===== src/rtl/lfsr_bank.sv =====
// Multi-channel Fibonacci LFSR bank behind an MMIO register file. Each channel holds
// POLY, DATA (Q), CTRL and COUNT registers; read data returns one cycle after the strobe.
module lfsr_bank #(
  parameter int          N        = 32,
  parameter int          CHANNELS = 4,
  parameter logic [15:0] BASE     = 16'h0010
) (
  input  logic                clock,
  input  logic                reset,
  input  logic                W,
  input  logic [15:0]         A,
  input  logic [63:0]         D,
  input  logic                R,
  input  logic [15:0]         RA,
  output logic [63:0]         RD,
  output logic                RV,
  output logic [CHANNELS-1:0] busy,
  output logic [CHANNELS-1:0] done
);

  // The per-channel FSM state is the CTRL register itself, so software reads it back directly.
  typedef enum logic [1:0] {
    ST_IDLE  = 2'b00,
    ST_STEP  = 2'b01,
    ST_RUN   = 2'b10,
    ST_BURST = 2'b11
  } state_e;

  localparam logic [15:0] STATUS_ADDR = BASE + 16'(8 * CHANNELS);

  logic [N-1:0]        poly_all  [CHANNELS];
  logic [N-1:0]        q_all     [CHANNELS];
  logic [31:0]         count_all [CHANNELS];
  state_e              state_all [CHANNELS];
  logic [CHANNELS-1:0] lock_all;
  logic                wr_status;
  logic [63:0]         rd_d, rd_q;
  logic                rv_q;
  logic                unused_bits;

  assign wr_status   = W && (A == STATUS_ADDR);
  assign unused_bits = ^D;

  for (genvar g = 0; g < CHANNELS; g++) begin : g_ch
    localparam logic [15:0] CH_BASE = BASE + 16'(8 * g);

    logic         wr_poly, wr_data, wr_ctrl, wr_count;
    logic         shift, advance;
    logic [N-1:0] poly_q, poly_d, q_q, q_d;
    logic [31:0]  count_q, count_d;
    state_e       state_q, state_d;
    logic         done_q, done_d, lock_q, lock_d;

    assign wr_poly  = W && (A == CH_BASE);
    assign wr_data  = W && (A == CH_BASE + 16'd2);
    assign wr_ctrl  = W && (A == CH_BASE + 16'd4);
    assign wr_count = W && (A == CH_BASE + 16'd6);

    always_comb begin
      poly_d  = poly_q;
      q_d     = q_q;
      count_d = count_q;
      state_d = state_q;
      done_d  = 1'b0;
      shift   = 1'b0;
      case (state_q)
        ST_STEP: begin
          shift   = 1'b1;
          state_d = ST_IDLE;
          done_d  = 1'b1;
        end
        ST_RUN:  shift = 1'b1;
        ST_BURST: begin
          if (count_q == 32'd0) begin
            state_d = ST_IDLE;
            done_d  = 1'b1;
          end else begin
            shift = 1'b1;
          end
        end
        default: ;
      endcase
      // A DATA write steals the cycle: no shift, and so no burst decrement either.
      advance = shift && !wr_data;
      if (wr_data) q_d = D[N-1:0];
      else if (advance) q_d = {q_q[N-2:0], ^(q_q & poly_q)};
      if (state_q == ST_BURST && advance && !wr_count) begin
        count_d = count_q - 32'd1;
        if (count_q == 32'd1) begin
          state_d = ST_IDLE;
          done_d  = 1'b1;
        end
      end
      if (wr_count) count_d = D[31:0];
      if (wr_poly)  poly_d  = D[N-1:0];
      if (wr_ctrl)  state_d = state_e'(D[1:0]);
      lock_d = ((state_q != ST_IDLE) && (q_q == '0)) || (lock_q && !(wr_status && D[g]));
    end

    always_ff @(posedge clock or negedge reset) begin
      if (!reset) begin
        poly_q  <= '0;
        q_q     <= '0;
        count_q <= '0;
        state_q <= ST_IDLE;
        done_q  <= 1'b0;
        lock_q  <= 1'b0;
      end else begin
        poly_q  <= poly_d;
        q_q     <= q_d;
        count_q <= count_d;
        state_q <= state_d;
        done_q  <= done_d;
        lock_q  <= lock_d;
      end
    end

    assign poly_all[g]  = poly_q;
    assign q_all[g]     = q_q;
    assign count_all[g] = count_q;
    assign state_all[g] = state_q;
    assign lock_all[g]  = lock_q;
    assign busy[g]      = (state_q != ST_IDLE);
    assign done[g]      = done_q;
  end

  // Read mux samples the pre-update register values of the strobe cycle.
  always_comb begin
    rd_d = '0;
    for (int c = 0; c < CHANNELS; c++) begin
      if (RA == BASE + 16'(8 * c))     rd_d = 64'(poly_all[c]);
      if (RA == BASE + 16'(8 * c + 2)) rd_d = 64'(q_all[c]);
      if (RA == BASE + 16'(8 * c + 4)) rd_d = 64'(state_all[c]);
      if (RA == BASE + 16'(8 * c + 6)) rd_d = 64'(count_all[c]);
    end
    if (RA == STATUS_ADDR) rd_d = 64'(lock_all);
  end

  always_ff @(posedge clock or negedge reset) begin
    if (!reset) begin
      rd_q <= '0;
      rv_q <= 1'b0;
    end else begin
      rv_q <= R;
      if (R) rd_q <= rd_d;
    end
  end

  assign RD = rd_q;
  assign RV = rv_q;

endmodule


===== config.mk =====
export PLATFORM = sky130hd
export DESIGN_NAME = lfsr_bank
export DESIGN_NICKNAME = d
export VERILOG_FILES = /design/src/rtl/lfsr_bank.sv
export SDC_FILE = /design/constraint.sdc
export NUM_CORES = 1
export LEC_CHECK = 0
export CAP_MARGIN = 20
export CORE_MARGIN = 2
export CORE_UTILIZATION = 65
export CTS_CLUSTER_DIAMETER = 150
export CTS_CLUSTER_SIZE = 20
export DETAILED_ROUTE_END_ITERATION = 7
export PLACE_DENSITY = 0.87
export SLEW_MARGIN = 20
export SYNTH_ARGS = -nofsm -noshare
export SYNTH_HDL_FRONTEND = slang
export SYNTH_SLANG_ARGS = --single-unit

===== constraint.sdc =====
create_clock -name clock -period 7.82 [get_ports clock]
set_input_delay 2.346 -clock clock [delete_from_list [all_inputs] [get_ports clock]]
set_output_delay 2.346 -clock clock [all_outputs]
set_load 0.05 [all_outputs]

**After elaboration in Yosys (flattened, before gate mapping)**

Cells that the tools add are included.

- Register bits after elaboration: 465
- Bits of input ports: 100
- Output and inout bits: 73
- Logic and storage cells: 246

- Add/subtract/negate cells: 4
- Eq/ne operators: 50
- Multiplexer cells: 77
- Bitwise logic cells: 4
- Reductions and logical operators: 85

Operators with widths:

| operator | count |
|---|---|
| two-way mux 64 bit | 16 |
| two-way mux 32 bit | 17 |
| equality test 16 x 6 -> 1 bit (second input constant) | 18 |
| equality test 16 x 5 -> 1 bit (second input constant) | 16 |
| logical NOT 32 bit | 8 |
| AND 32 bit | 4 |
| equality test 32 x 1 -> 1 bit (second input constant) | 4 |
| XOR reduction 32 bit | 4 |
| subtractor 32 x 1 -> 32 bit (second input constant) | 4 |
| logical AND 1 bit | 41 |
| two-way mux 2 bit | 16 |
| nonzero test 2 bit | 12 |
| equality test 2 bit (second input constant) | 8 |
| two-way mux 1 bit | 16 |
| case mux 1 bit (2 select lines) | 8 |
| case mux 2 bit (2 select lines) | 4 |
| logical NOT 1 bit | 12 |
| equality test 2 x 1 -> 1 bit (second input constant) | 4 |
| OR reduction 2 bit | 4 |
| logical OR 1 bit | 4 |

**Logic depth before layout (Yosys ltp)**

- Depth in word-level cells: 18
- Mapped depth: 12
- Gate-level depth less buffers: 10

**Worst setup path after synthesis**

OpenSTA, ideal clock, no wires.

- Path type: input to register
- Start point: input port RA[9]
- End point: register rd_q[11] (netlist: RD[11])
- Setup time: 67 ps
- Data arrival time: 4453 ps
- Required time: 7753 ps
- Setup slack: 3300 ps
- Stages on the path: 10
- Path buffers: 3
- Path through: or4_1 > clkbuf_1 > nor4b_2 > clkbuf_1 > clkbuf_1 > a22oi_1 > o22ai_1 > o22ai_1 > a21oi_1 > a221o_1

- Cells in the longest elaborated chain, start to end: 18
- Elaborated cells on any way between the ends: 34
- Those cells by class: 17 x eq/ne; 17 x mux

RTL lines:

| what | line | source |
|---|---|---|
| start: declaration | 14 | `input logic [15:0] RA,` |
| equality test 16 x 5 -> 1 bit | 131 | `if (RA == BASE + 16'(8 * c)) rd_d = 64'(poly_all[c]);` |
| two-way mux 32 bit | 131 |  |
| two-way mux 64 bit | 132 | `if (RA == BASE + 16'(8 * c + 2)) rd_d = 64'(q_all[c]);` |
| two-way mux 64 bit | 133 | `if (RA == BASE + 16'(8 * c + 4)) rd_d = 64'(state_all[c]);` |
| two-way mux 64 bit | 134 | `if (RA == BASE + 16'(8 * c + 6)) rd_d = 64'(count_all[c]);` |
| two-way mux 64 bit | 131 |  |
| two-way mux 64 bit | 132 |  |
| two-way mux 64 bit | 133 |  |
| [2 not listed] | - |  |
| two-way mux 64 bit | 132 |  |
| two-way mux 64 bit | 133 |  |
| two-way mux 64 bit | 134 |  |
| two-way mux 64 bit | 131 |  |
| two-way mux 64 bit | 132 |  |
| two-way mux 64 bit | 133 |  |
| two-way mux 64 bit | 134 |  |
| two-way mux 64 bit (*) | 136 | `if (RA == STATUS_ADDR) rd_d = 64'(lock_all);` |
| end signal: assignment | 145 | `if (R) rd_q <= rd_d;` |
| end: declaration | 37 | `logic [63:0] rd_d, rd_q;` |

Mark *: on every way between the ends. The rest lies on a longest branch, timed or not.
A chain may end at the register's enable or synchronous reset.

**Worst setup path in the final report**

- Start point: input port RA[9]
- End point: register rd_q[24] (netlist: RD[24])

The elaborated chain is that of the path after synthesis.

==> results by group <==
Timing
  – Relative slew slack: 13.9%
  – Worst slew pin tran: 1.29 ns
  – Final setup TNS: 0 ns
  – Final Skew: 0.0324 ns
  – Final hold violation count: 0
  – Tcrit/Tclk final: 72.3%
  – Max-slew violations: 0
  – F_max: 177 MHz
  – RSZ-0062 raised after global routing: no
  – Final setup vio count: 0
  – Fin crit period: 5.65 ns

Routing
  – Post-Route WL: 91.9 mm
  – Vias/cell: 7.07
  – Post-route ant nets: 0
  – WL per Instance: 27.4 um
  – Drt pass-1 iters: 7
  – DR iter-0 viols: 3168
  – DRC: 0
  – Vias: 23700

Setup path
  – CP Launch Type: primary input
  – Reg2reg setup slack: 3.63 ns
  – CP Class: primary input to flop
  – Worst reg2reg path depth: 8
  – CP required: 8.36 ns
  – CP max FO: 31
  – Critical Path AT: 6.19 ns
  – CP Capture Type: flop

CTS
  – Post-CTS Setup Inserts: 0
  – Cts repair resizes: 0
  – Number of CTS-inserted buffers: 25
  – Clock Pin Slew Worst Setup and Hold Paths: 0.08 ns
  – CTS H-tree lvls: 1
  – Clock Tree Buf Depth: 3
  – CTS tree: built
  – Clk_lat worst skew: 0.60 ns
  – Hold Buf Count CTS: 0
  – CTS sink cnt: 433
  – CTS root buffer: clkbuf_16

Global routing
  – First-pass GRT wire length: 137 mm
  – Vias in the first global route: 22400
  – All-Layer GR Usage: 44.8%
  – Antenna violations before repair: 4
  – Largest net degree at the start of global routing: 174
  – Global route total overflow: 0

Power
  – Leakage power: 11.1 nW
  – Worst VDD drop: 0.177 mV
  – PwrDens: 159 mW/mm^2

Synthesis
  – Xor/xnor share of the synthesized area: 8.30%
  – Most used DFF post-synth: dfrtp_1
  – Compound-Gate Fraction of Synth Area: 16.1%
  – Share of the synthesized area in the top cell type: 42.8%
  – Post-Synthesis Cells: 2857
  – Post-synth EDFFs: 0
  – Syn_area_per_cell: 8.86 sq um
  – Synth cell types: 77
  – Register bit total from synthesis: 433
  – Dominant cells by area after synthesis: dfrtp_1 (43%), mux2_2 (7.2%), nand2_1 (6.7%)
  – Largest family of logic cells by synthesized area: simple AND/OR/NAND/NOR gates
  – Simple-gate share of the synthesized area: 19.6%
  – Post-synthesis sequential area ratio: 42.8%
  – Post-synthesis mux area share: 7.51%
  – Cell Area, Synth: 0.0253 sq mm
  – Synth Warn #: 0
  – Async set or reset register ratio after synthesis: 100%
  – Synth Area in Adders: 1.19%
  – Post-synth top area cell: dfrtp_1

Outcome
  – Status: finished clean

Run
  – Max-Cap Viols: 0

Floorplan
  – Core Area: 0.0386 sq mm
  – Die ar.: 0.0406 sq mm
  – Starting density of the core: 65.7%
  – Die height: 201 um
  – Die X-Extent: 201 um
  – # IOs: 173
  – Core Rows: 72

Final layout
  – Multi-input gate area: 0.0135 sq mm
  – Fillers: 2968
  – Fin nets: 2954
  – Final Core Density: 70.6%
  – Layout cell share with drive strength beyond 1: 9.68%
  – Area growth, synth to finish: 7.46%
  – Seq. cell area: 0.0108 sq mm

Place
  – Detailed Place HPWL: 64.6 mm
  – GPL Wtd Cong: 1.03
  – IO Port Bufs: 108

Worst hold path
  – Min-Delay Path Depth: 1
  – Hold Path Class: flop to flop
==> cells in the mapped netlist, types with 28 or more instances <==
| cell type | instances |
|---|---|
| o22ai_1 | 55 |
| a21oi_1 | 186 |
| buf_4 | 39 |
| a31oi_1 | 98 |
| nor4_1 | 61 |
| nand2_1 | 455 |
| inv_1 | 30 |
| xnor2_1 | 179 |
| mux2_2 | 163 |
| dfrtp_1 | 433 |
| nor2_1 | 316 |
| a22oi_1 | 90 |
| nor3_1 | 62 |
| xor2_1 | 61 |
| clkbuf_1 | 168 |
| a221oi_1 | 28 |
| o21ai_0 | 112 |
| a221o_1 | 28 |
==> registers in the layout, indices dropped and copies added, names as in the netlist <==
name / count
RD: 32
RV: 1
g_ch.count_q: 128
g_ch.done_q: 4
g_ch.lock_q: 4
g_ch.poly_q: 128
g_ch.q_q: 128
g_ch.state_q: 8
==> layout make-up <==
| type | count | area share [%] |
|---|---|---|
| Antenna cell | 2 | 0.0184 |
| Tap cell | 518 | 2.38 |
| Sequential cell | 433 | 39.8 |
| Inverter | 31 | 0.428 |
| Clock buffer | 25 | 2.30 |
| Multi-Input combinational cell | 2192 | 49.7 |
| Timing Repair Buffer | 147 | 5.24 |
| Clock inverter | 2 | 0.106 |
==> critical path, cell delays in order <==
cell,delay (ns)
clkdlybuf4s50_1,0.42
or4_1,0.76
nor4b_4,0.27
buf_4,0.39
nand2_1,0.64
o22ai_1,0.36
nor3_1,0.12
o21ai_0,0.45
o211a_1,0.27
a221o_1,0.13
==> kinds of logic after synthesis <==
logic type | count (synthesis)
multiplexers | 167
AO/OA/AOI/OAI | 647
flip-flops | 433
AND/OR/NAND/NOR | 1082
adder cells (fa/ha/maj) | 24
other | 1
buffers and inverters | 263
XOR/XNOR | 240
==> per-layer routing <==
metal	vias up	track usage, %	wire (um)
met1	11400	59.6	32300
met3	428	12.3	13500
met2	1927	63.8	37800
li1	9969	-	-
met5	-	0	0
met4	0	30.6	8300
==> layout by cell type (no fill, tap or decap), drive strengths merged, types with 5 or more instances in the layout <==
cell / count
nand2: 455
dfrtp: 433
nor2: 317
a21oi: 186
xnor2: 179
mux2: 164
o21ai: 114
clkdlybuf4s50: 106
a31oi: 98
a22oi: 90
nor3: 65
nor4: 64
xor2: 61
o22ai: 55
buf: 41
conb: 32
inv: 32
a221o: 28
a221oi: 28
or3: 26
clkbuf: 25
ha: 24
or4: 24
nand2b: 20
nand4: 20
nand3: 15
nor2b: 13
and3: 9
nand3b: 8
or2: 8
nand4b: 6
and2: 6
nor4b: 6
a32oi: 5
o211ai: 5
o21a: 5
==> through the flow <==
stage / worst slack [ns] / power, mW / hold slack [ns] / instances / area, sq um
after CTS: 2.31 / 4.29 / 0.525 / 3346 / 27200
after detailed placement: 1.70 / 2.97 / 0.505 / 3319 / 26500
final: 2.17 / 4.33 / 0.518 / 3350 / 27200
after global routing: 1.99 / 4.42 / 0.532 / 3348 / 27200
after global placement: 1.77 / 2.95 / 0.492 / 3318 / 26500
after floorplan: 3.30 / 2.72 / 0.458 / 2888 / 25400
==> worst paths after layout <==
path                                     startpoint                  end
worst max-delay path                          RA[9]               RD[24]
worst min-delay path                         RD[28]               RD[28]
worst max register to register  g_ch[1].count_q[18]       g_ch[1].q_q[0]
worst min register to register               RD[28]               RD[28]
max in group asynchronous                     reset  g_ch[3].count_q[22]
min in group asynchronous                     reset   g_ch[1].poly_q[11]
==> where the power goes <==
group / switching, mW / total [mW] / internal, mW
clock: 0.794 / 1.37 / 0.578
combinational: 0.358 / 0.518 / 0.161
sequential: 0.130 / 2.44 / 2.31
total: 1.28 / 4.33 / 3.05
No activity file was read; power rests on OpenSTA's default activity.
